### src/rtl/dmem_arbiter_if.sv
// Requester-side bundle for dmem_arbiter: request/address/data in, grant and one-shot response out.
// The arbiter takes the slave modport; each requester drives the master modport.
interface dmem_arbiter_if #(
  parameter int ADDR_W = 32,
  parameter int DATA_W = 32
);
  logic              req;
  logic              we;
  logic [ADDR_W-1:0] addr;
  logic [DATA_W-1:0] wdata;
  logic [2:0]        size;
  logic              gnt;
  logic              rvalid;
  logic [DATA_W-1:0] rdata;
  logic [1:0]        fault;

  modport master (
    output req, we, addr, wdata, size,
    input  gnt, rvalid, rdata, fault
  );

  modport slave (
    input  req, we, addr, wdata, size,
    output gnt, rvalid, rdata, fault
  );
endinterface

### src/rtl/dmem_arbiter.sv
// Two-requester arbiter/sequencer for the data RAM: gnt one cycle after req is sampled, rvalid one cycle later.
// Fixed priority (m0 wins) by default; define DMEM_ARB_ROUND_ROBIN_EN for round-robin between m0 and m1.
module dmem_arbiter #(
  parameter int ADDR_W = 32,
  parameter int DATA_W = 32
) (
  input  logic              clk,
  input  logic              rst,
  dmem_arbiter_if.slave     m0,
  dmem_arbiter_if.slave     m1,
  output logic [ADDR_W-1:0] ram_addr,
  output logic [DATA_W-1:0] ram_din,
  output logic              ram_wea,
  output logic              ram_rea,
  output logic [2:0]        ram_size,
  input  logic [DATA_W-1:0] ram_dout,
  input  logic              ram_l_fault,
  input  logic              ram_s_fault
);

  typedef enum logic [1:0] {IDLE, ACCESS, RESP} state_t;

  typedef struct packed {
    logic              we;
    logic [ADDR_W-1:0] addr;
    logic [DATA_W-1:0] wdata;
    logic [2:0]        size;
    logic              id;
    logic              mis;
  } acc_t;

  state_t                  r_state;
  acc_t                    r_acc;
  logic [1:0]              r_gnt;
  logic [1:0]              r_rvalid;
  logic [1:0][DATA_W-1:0]  r_rdata;
  logic [1:0][1:0]         r_fault;
  logic                    r_ram_wea;
  logic                    r_ram_rea;

  logic                    w_any;
  logic                    w_win;
  acc_t                    w_acc;
  logic [DATA_W-1:0]       w_rdata;
  logic [1:0]              w_fault;

  assign w_any = m0.req | m1.req;

`ifdef DMEM_ARB_ROUND_ROBIN_EN
  logic r_prio;
  assign w_win = (m0.req && m1.req) ? r_prio : m1.req;
`else
  assign w_win = ~m0.req;
`endif

  always_comb begin
    w_acc = '0;
    if (w_win) begin
      w_acc.we    = m1.we;
      w_acc.addr  = m1.addr;
      w_acc.wdata = m1.wdata;
      w_acc.size  = m1.size;
      w_acc.id    = 1'b1;
    end else begin
      w_acc.we    = m0.we;
      w_acc.addr  = m0.addr;
      w_acc.wdata = m0.wdata;
      w_acc.size  = m0.size;
      w_acc.id    = 1'b0;
    end
    // size[1] = word, size[0] = half, neither = byte (never misaligned)
    if (w_acc.size[1]) begin
      w_acc.mis = |w_acc.addr[1:0];
    end else if (w_acc.size[0]) begin
      w_acc.mis = w_acc.addr[0];
    end else begin
      w_acc.mis = 1'b0;
    end
  end

  assign w_rdata = (r_acc.we || r_acc.mis) ? '0 : ram_dout;
  assign w_fault = {r_acc.mis, r_acc.mis ? 1'b0 : (ram_l_fault | ram_s_fault)};

  always_ff @(posedge clk) begin
    if (rst) begin
      r_state   <= IDLE;
      r_acc     <= '0;
      r_gnt     <= '0;
      r_rvalid  <= '0;
      r_rdata   <= '0;
      r_fault   <= '0;
      r_ram_wea <= 1'b0;
      r_ram_rea <= 1'b0;
`ifdef DMEM_ARB_ROUND_ROBIN_EN
      r_prio    <= 1'b0;
`endif
    end else begin
      r_gnt     <= '0;
      r_rvalid  <= '0;
      r_ram_wea <= 1'b0;
      r_ram_rea <= 1'b0;
      case (r_state)
        ACCESS: begin
          r_rdata[r_acc.id]  <= w_rdata;
          r_fault[r_acc.id]  <= w_fault;
          r_rvalid[r_acc.id] <= 1'b1;
          r_state            <= RESP;
        end
        default: begin
          // IDLE and RESP are both arbitration points, giving back-to-back accesses
          if (w_any) begin
            r_acc        <= w_acc;
            r_gnt[w_win] <= 1'b1;
            r_ram_wea    <= w_acc.we & ~w_acc.mis;
            r_ram_rea    <= ~w_acc.we & ~w_acc.mis;
            r_state      <= ACCESS;
`ifdef DMEM_ARB_ROUND_ROBIN_EN
            r_prio       <= ~w_win;
`endif
          end else begin
            r_state <= IDLE;
          end
        end
      endcase
    end
  end

  assign m0.gnt    = r_gnt[0];
  assign m0.rvalid = r_rvalid[0];
  assign m0.rdata  = r_rdata[0];
  assign m0.fault  = r_fault[0];
  assign m1.gnt    = r_gnt[1];
  assign m1.rvalid = r_rvalid[1];
  assign m1.rdata  = r_rdata[1];
  assign m1.fault  = r_fault[1];

  assign ram_addr  = r_acc.addr;
  assign ram_din   = r_acc.wdata;
  assign ram_size  = r_acc.size;
  assign ram_wea   = r_ram_wea;
  assign ram_rea   = r_ram_rea;

endmodule

### src/flat_wrapper.sv
// flat-port wrapper written by rule: the top's interface ports become plain ports
module dmem_arbiter_flat 
#(
  parameter int ADDR_W = 32,
  parameter int DATA_W = 32
)
  (clk, rst, ram_addr, ram_din, ram_wea, ram_rea, ram_size, ram_dout, ram_l_fault, ram_s_fault, m0_req, m0_we, m0_addr, m0_wdata, m0_size, m0_gnt, m0_rvalid, m0_rdata, m0_fault, m1_req, m1_we, m1_addr, m1_wdata, m1_size, m1_gnt, m1_rvalid, m1_rdata, m1_fault);
  dmem_arbiter_if #(.ADDR_W(ADDR_W), .DATA_W(DATA_W)) m0_i ();
  dmem_arbiter_if #(.ADDR_W(ADDR_W), .DATA_W(DATA_W)) m1_i ();
  input  logic clk;
  input  logic rst;
  output logic [ADDR_W-1:0] ram_addr;
  output logic [DATA_W-1:0] ram_din;
  output logic ram_wea;
  output logic ram_rea;
  output logic [2:0] ram_size;
  input  logic [DATA_W-1:0] ram_dout;
  input  logic ram_l_fault;
  input  logic ram_s_fault;
  input wire logic [$bits(m0_i.req)-1:0] m0_req;
  input wire logic [$bits(m0_i.we)-1:0] m0_we;
  input wire logic [$bits(m0_i.addr)-1:0] m0_addr;
  input wire logic [$bits(m0_i.wdata)-1:0] m0_wdata;
  input wire logic [$bits(m0_i.size)-1:0] m0_size;
  output wire logic [$bits(m0_i.gnt)-1:0] m0_gnt;
  output wire logic [$bits(m0_i.rvalid)-1:0] m0_rvalid;
  output wire logic [$bits(m0_i.rdata)-1:0] m0_rdata;
  output wire logic [$bits(m0_i.fault)-1:0] m0_fault;
  input wire logic [$bits(m1_i.req)-1:0] m1_req;
  input wire logic [$bits(m1_i.we)-1:0] m1_we;
  input wire logic [$bits(m1_i.addr)-1:0] m1_addr;
  input wire logic [$bits(m1_i.wdata)-1:0] m1_wdata;
  input wire logic [$bits(m1_i.size)-1:0] m1_size;
  output wire logic [$bits(m1_i.gnt)-1:0] m1_gnt;
  output wire logic [$bits(m1_i.rvalid)-1:0] m1_rvalid;
  output wire logic [$bits(m1_i.rdata)-1:0] m1_rdata;
  output wire logic [$bits(m1_i.fault)-1:0] m1_fault;
  assign m0_i.req = m0_req;
  assign m0_i.we = m0_we;
  assign m0_i.addr = m0_addr;
  assign m0_i.wdata = m0_wdata;
  assign m0_i.size = m0_size;
  assign m0_gnt = m0_i.gnt;
  assign m0_rvalid = m0_i.rvalid;
  assign m0_rdata = m0_i.rdata;
  assign m0_fault = m0_i.fault;
  assign m1_i.req = m1_req;
  assign m1_i.we = m1_we;
  assign m1_i.addr = m1_addr;
  assign m1_i.wdata = m1_wdata;
  assign m1_i.size = m1_size;
  assign m1_gnt = m1_i.gnt;
  assign m1_rvalid = m1_i.rvalid;
  assign m1_rdata = m1_i.rdata;
  assign m1_fault = m1_i.fault;
  dmem_arbiter #(.ADDR_W(ADDR_W), .DATA_W(DATA_W)) u_core (.clk(clk), .rst(rst), .m0(m0_i), .m1(m1_i), .ram_addr(ram_addr), .ram_din(ram_din), .ram_wea(ram_wea), .ram_rea(ram_rea), .ram_size(ram_size), .ram_dout(ram_dout), .ram_l_fault(ram_l_fault), .ram_s_fault(ram_s_fault));
endmodule
### config.mk
export PLATFORM = sky130hd
export DESIGN_NAME = dmem_arbiter_flat
export DESIGN_NICKNAME = d
export VERILOG_FILES = /design/src/rtl/dmem_arbiter_if.sv /design/src/rtl/dmem_arbiter.sv /design/src/flat_wrapper.sv
export SDC_FILE = /design/constraint.sdc
export NUM_CORES = 1
export LEC_CHECK = 0
export BUFFER_PORTS_ARGS = -buffer_cell sky130_fd_sc_hd__buf_4
export CORE_AREA = 4 4 120 122
export DETAILED_ROUTE_END_ITERATION = 8
export DIE_AREA = 0 0 124 126
export GPL_ROUTABILITY_DRIVEN = 0
export PLACE_DENSITY = 0.85
export SYNTH_ARGS = -nofsm -noshare
export SYNTH_HDL_FRONTEND = slang
export SYNTH_SLANG_ARGS = --single-unit
### constraint.sdc
create_clock -name clk -period 3.3 [get_ports clk]
set_input_delay 0.495 -clock clk [delete_from_list [all_inputs] [get_ports clk]]
set_output_delay 0.495 -clock clk [all_outputs]
set_load 0.01 [all_outputs]
# Word-level counts from Yosys, hierarchy flattened
# Index checks and enable logic that the tools add are counted.
[classes]
magnitude_cmp = 4
bitwise_logic = 9
reduce_logical = 8
mux = 17
eq_ne = 1
[ops]
columns = ["cell", "n"]
rows = [
  ["69-bit 2-to-1 mux", 1],
  ["64-bit bitwise mux", 1],
  ["32-bit 2-to-1 mux", 2],
  ["32-bit demux with 1-bit select", 1],
  ["1-bit 2-to-1 mux", 6],
  ["2-bit OR reduction", 3],
  ["1-bit inverter", 5],
  ["4-bit bitwise mux", 1],
  ["1-bit by 2-bit < comparator with 1-bit output, second input constant", 2],
  ["2-bit 2-to-1 mux", 2],
  ["3-bit OR reduction", 1],
  ["1-bit bitwise AND", 2],
  ["1-bit demux with 1-bit select", 2],
  ["2-bit demux with 1-bit select", 1],
  ["2-bit by 1-bit == test with 1-bit output, second input constant", 1],
  ["1-bit greater-or-equal comparator, second input constant", 2],
  ["1-bit logical AND", 2],
  ["1-bit bitwise OR", 2],
  ["2-bit AND reduction", 1],
  ["1-bit logical OR", 1],
]
[totals]
regBits = 146
word_cells = 55
in_bits = 174
output_inout_bits = 141

# Logic depth before layout (Yosys ltp)
[logic_depth]
depth_word = 5
depth_mapped = 6
ltp_nobuf = 4

# Worst setup path before layout
# Ideal clock, no wire load.
[synth_path]
path_kind = "input to register"
from = "in rst"
to = "reg u_core.r_acc (netlist bit u_core.ram_addr[22])"
t_required_ps = 3242
path_stages = 6
t_arrival_ps = 1369
path_slack_ps = 1873
path_buffers = 3
setup_time_ps = 58
path_cell_list = "buf_2 > o21ba_2 > buf_2 > clkbuf_1 > nand2_1 > nand2_1"
[synth_rtl]
columns = ["item", "line", "source"]
rows = [
  ["start: declaration", "flat_wrapper.sv:11", "input logic rst;"],
  ["end signal: assignment", "dmem_arbiter.sv:112", "r_acc <= w_acc;"],
  ["end: declaration", "dmem_arbiter.sv:33", "acc_t r_acc;"],
]

==> flow_summary.toml <==
[sta]
rsz0062_at_grt = "no"
finalCriticalPeriod_ns = 2.12
worst_pin_slew_ns = 0.977
setup_viol = 0
fin_skew_ns = 0.00720
final.period_utilization_pct = 64.2
hold_viol = 0
slew_violations = 0
setup_tns_ns = 0
achievable-frequency_mhz = 472
relSlewSlack_pct = 34.9

[status]
outcome = "finished, final reports clean"

[worst_setup_path]
arrival_ns = 2.47
cp.required_ns = 3.65
crit_chain = "buf_4, o21ba_2, buf_4, nand2_1, nand2_1"
cp-start-kind = "input port"
critPathMaxStageDelay_ns = 1.00
cp-end-kind = "register"
crit_path_max_fanout = 75
crit_type = "input port to register"
slowest_stage = "o21ba_2"

[yosys]
netlist_area_um2 = 5890
synth_cell_types = 27
yosysSeqAreaShare_pct = 49.6
ys_warn_count = 0
ys_ff_latch = 146
syn_nets = 876
synth_cells = 702
avgSynthCellArea_um2 = 8.39

[cts]
htreeDepth = 4
clk_pin_slew_ns = 0.06
cts-root-buf = "clkbuf_16"
clk-insertion-delay-late_ns = 0.41
cts_num_sinks = 146
cts_buffer_depth = 2
cts_hold_buf = 0
post_cts_resized = 0
cts_setup_buffers = 0
cts_buffers = 17
cts_tree = "done"

[detailed_routing]
top_layer_used = "met4"
remaining_drc_errors = 0
drt-met1-wl_mm = 7.07
first_pass_iters = 5
drtAntennaViolNets = 0
met2_length_mm = 9.25
via_per_inst = 5.04
wire_per_inst_um = 16.3
wirelength_mm = 18.2
wl_met3_mm = 1.40
first_iter_violations = 414
num_vias = 5613

[global_routing]
grt_pass1_vias = 5200
grt_pass1_wl_mm = 26.9
grt.total_usage_pct = 22.2
grt_overflow_total = 0
grt_max_degree = 76
antenna_found_initial = 0

[die]
start_util_pct = 44.7
die_y_um = 126
io_pins = 315
die_x_um = 124
core-area_um2 = 13200
dieArea_um2 = 15600
rows = 42

[cells_and_area]
fillers = 1135
n_antenna_cell = 0
nets = 1099
drive_gt1_share_pct = 38.3
stdcell_count = 1113
ff_latch_area_um2 = 2920
multi_input_area_um2 = 2160
area_delta_synth_final_pct = 42.9

[power]
swShare_pct = 23.1
pwr-share-clk_pct = 45.2
p_per_area_nw_per_um2 = 566
intPower_mw = 3.66
switchingPower_mw = 1.10
ir_worst_vdd_v = 0.000352
power_frac_seq_pct = 40.5
p_comb_share_pct = 14.3
leakagePower_nw = 3.95

[hold_path]
hp-class = "input port to register"

[placed_design]
place_hpwl_mm = 13.2
io_buffer_count = 314
dp.cells = 1082

[flow_run]
maxCapViolations = 0
-- cells by family after synthesis --
group	after synthesis	synth area share, %
AO/OA/AOI/OAI	144	15.2
flip-flops	146	49.6
AND/OR/NAND/NOR	289	20.6
multiplexers	3	0.510
buffers and inverters	120	14.1
-- cells in the final DEF, fill, tap and decap left out, drive strengths merged --
cell type  synthesis  routed
clkinv             0       4
nor4b              1       1
nor2               9       9
and2               2       2
o21ba              1       1
a21o               2       2
o21ai              6       6
nand2b             2       2
nor3b              1       1
buf              106     323
clkinvlp           0       1
and2b              1       1
o211ai             1       1
a21oi             70      70
mux2i              3       3
dfxtp            146     146
nand3             64      64
bufinv             0       6
or3                1       1
clkbuf            13      20
nor2b              2       2
nand2            204     204
a32oi              1       1
and3               2       2
inv                1       1
a22oi             63      63
-- synth_stat cells --
cell type | n | area share, %
and2_1 | 2 | 0.21
clkbuf_1 | 13 | 0.83
a32oi_1 | 1 | 0.15
or3_1 | 1 | 0.11
and2b_4 | 1 | 0.17
nor2_1 | 8 | 0.51
inv_1 | 1 | 0.064
buf_4 | 73 | 9.3
a21oi_1 | 70 | 5.9
buf_2 | 20 | 1.7
nand3_1 | 64 | 5.4
nor4b_2 | 1 | 0.25
nand2b_1 | 2 | 0.21
buf_6 | 11 | 2.1
a21o_1 | 2 | 0.25
dfxtp_1 | 146 | 50
nand2_1 | 204 | 13
nor2b_1 | 2 | 0.21
o21ai_0 | 6 | 0.51
nor3b_1 | 1 | 0.13
buf_1 | 2 | 0.13
mux2i_1 | 3 | 0.51
o21ba_2 | 1 | 0.17
and3_1 | 2 | 0.21
o211ai_1 | 1 | 0.13
nor2_2 | 1 | 0.11
a22oi_1 | 63 | 8.0
-- layout make-up --
| class | instances | area share (%) |
|---|---|---|
| Timing Repair Buffer | 323 | 29.1 |
| Inverter | 1 | 0.0446 |
| Clock inverter | 11 | 2.47 |
| Tap cell | 176 | 2.62 |
| Sequential cell | 146 | 34.7 |
| Multi-Input combinational cell | 436 | 25.6 |
| Clock buffer | 20 | 5.43 |
-- power by group through the flow --
stage          logic, mW  registers [mW]  clock network [mW]
2_1_floorplan      0.379            1.97                   0
3_3_place_gp       0.673            1.96                   0
5_1_grt            0.738            1.94                2.26
3_5_place_dp       0.683            1.97                   0
6_report           0.682            1.93                2.15
4_1_cts            0.685            1.93                2.18
-- registers in the layout, indices dropped and copies added, names as in the netlist --
signal           cells
u_core.m0.rdata     32
u_core.m1.rdata     32
u_core.ram_addr     32
u_core.ram_din      32
u_core.r_acc         3
u_core.ram_size      3
u_core.m0.fault      2
u_core.m1.fault      2
u_core.r_gnt         2
u_core.r_rvalid      2
u_core.r_state       2
u_core.ram_rea       1
u_core.ram_wea       1
-- per-layer routing --
| layer | GRT usage [%] | up-vias |
|---|---|---|
| met5 | 0 | - |
| met2 | 37.9 | 241 |
| met4 | 9.66 | 0 |
| met1 | 25.9 | 2604 |
| li1 | - | 2736 |
| met3 | 5.96 | 32 |
-- worst max-delay path, delay by kind of cell --
kind            cells  cell delay, ns
buf+inv             2            0.72
simple gates        2            0.17
compound gates      1            1.00
-- path summary, 6_finish.rpt --
check             depth (start not counted)  slack [ns]               start                   to
setup / recovery                          5        1.18                 rst   u_core.ram_din[30]
hold / removal                            3        0.30         m1_addr[24]  u_core.ram_addr[24]
setup reg to reg                          5        1.23   u_core.r_state[1]   u_core.ram_din[30]
hold reg to reg                           2        0.43  u_core.ram_din[25]   u_core.ram_din[25]
-- per-stage QoR --
| step | setup WS [ns] | utilization, % | power [mW] | hold WS, ns | cell area, um^2 |
|---|---|---|---|---|---|
| 2_1_floorplan | 1.87 | - | 2.35 | 0.417 | 5890 |
| 3_3_place_gp | 0.854 | 58.8 | 2.64 | 0.425 | 7750 |
| 3_5_place_dp | 0.790 | 58.8 | 2.65 | 0.429 | 7750 |
| 4_1_cts | 1.22 | 63.8 | 4.80 | 0.278 | 8420 |
| 5_1_grt | 1.04 | 63.8 | 4.94 | 0.288 | 8420 |
| 6_report | 1.18 | 63.8 | 4.77 | 0.295 | 8420 |
Power figures use the tool's default switching activity.
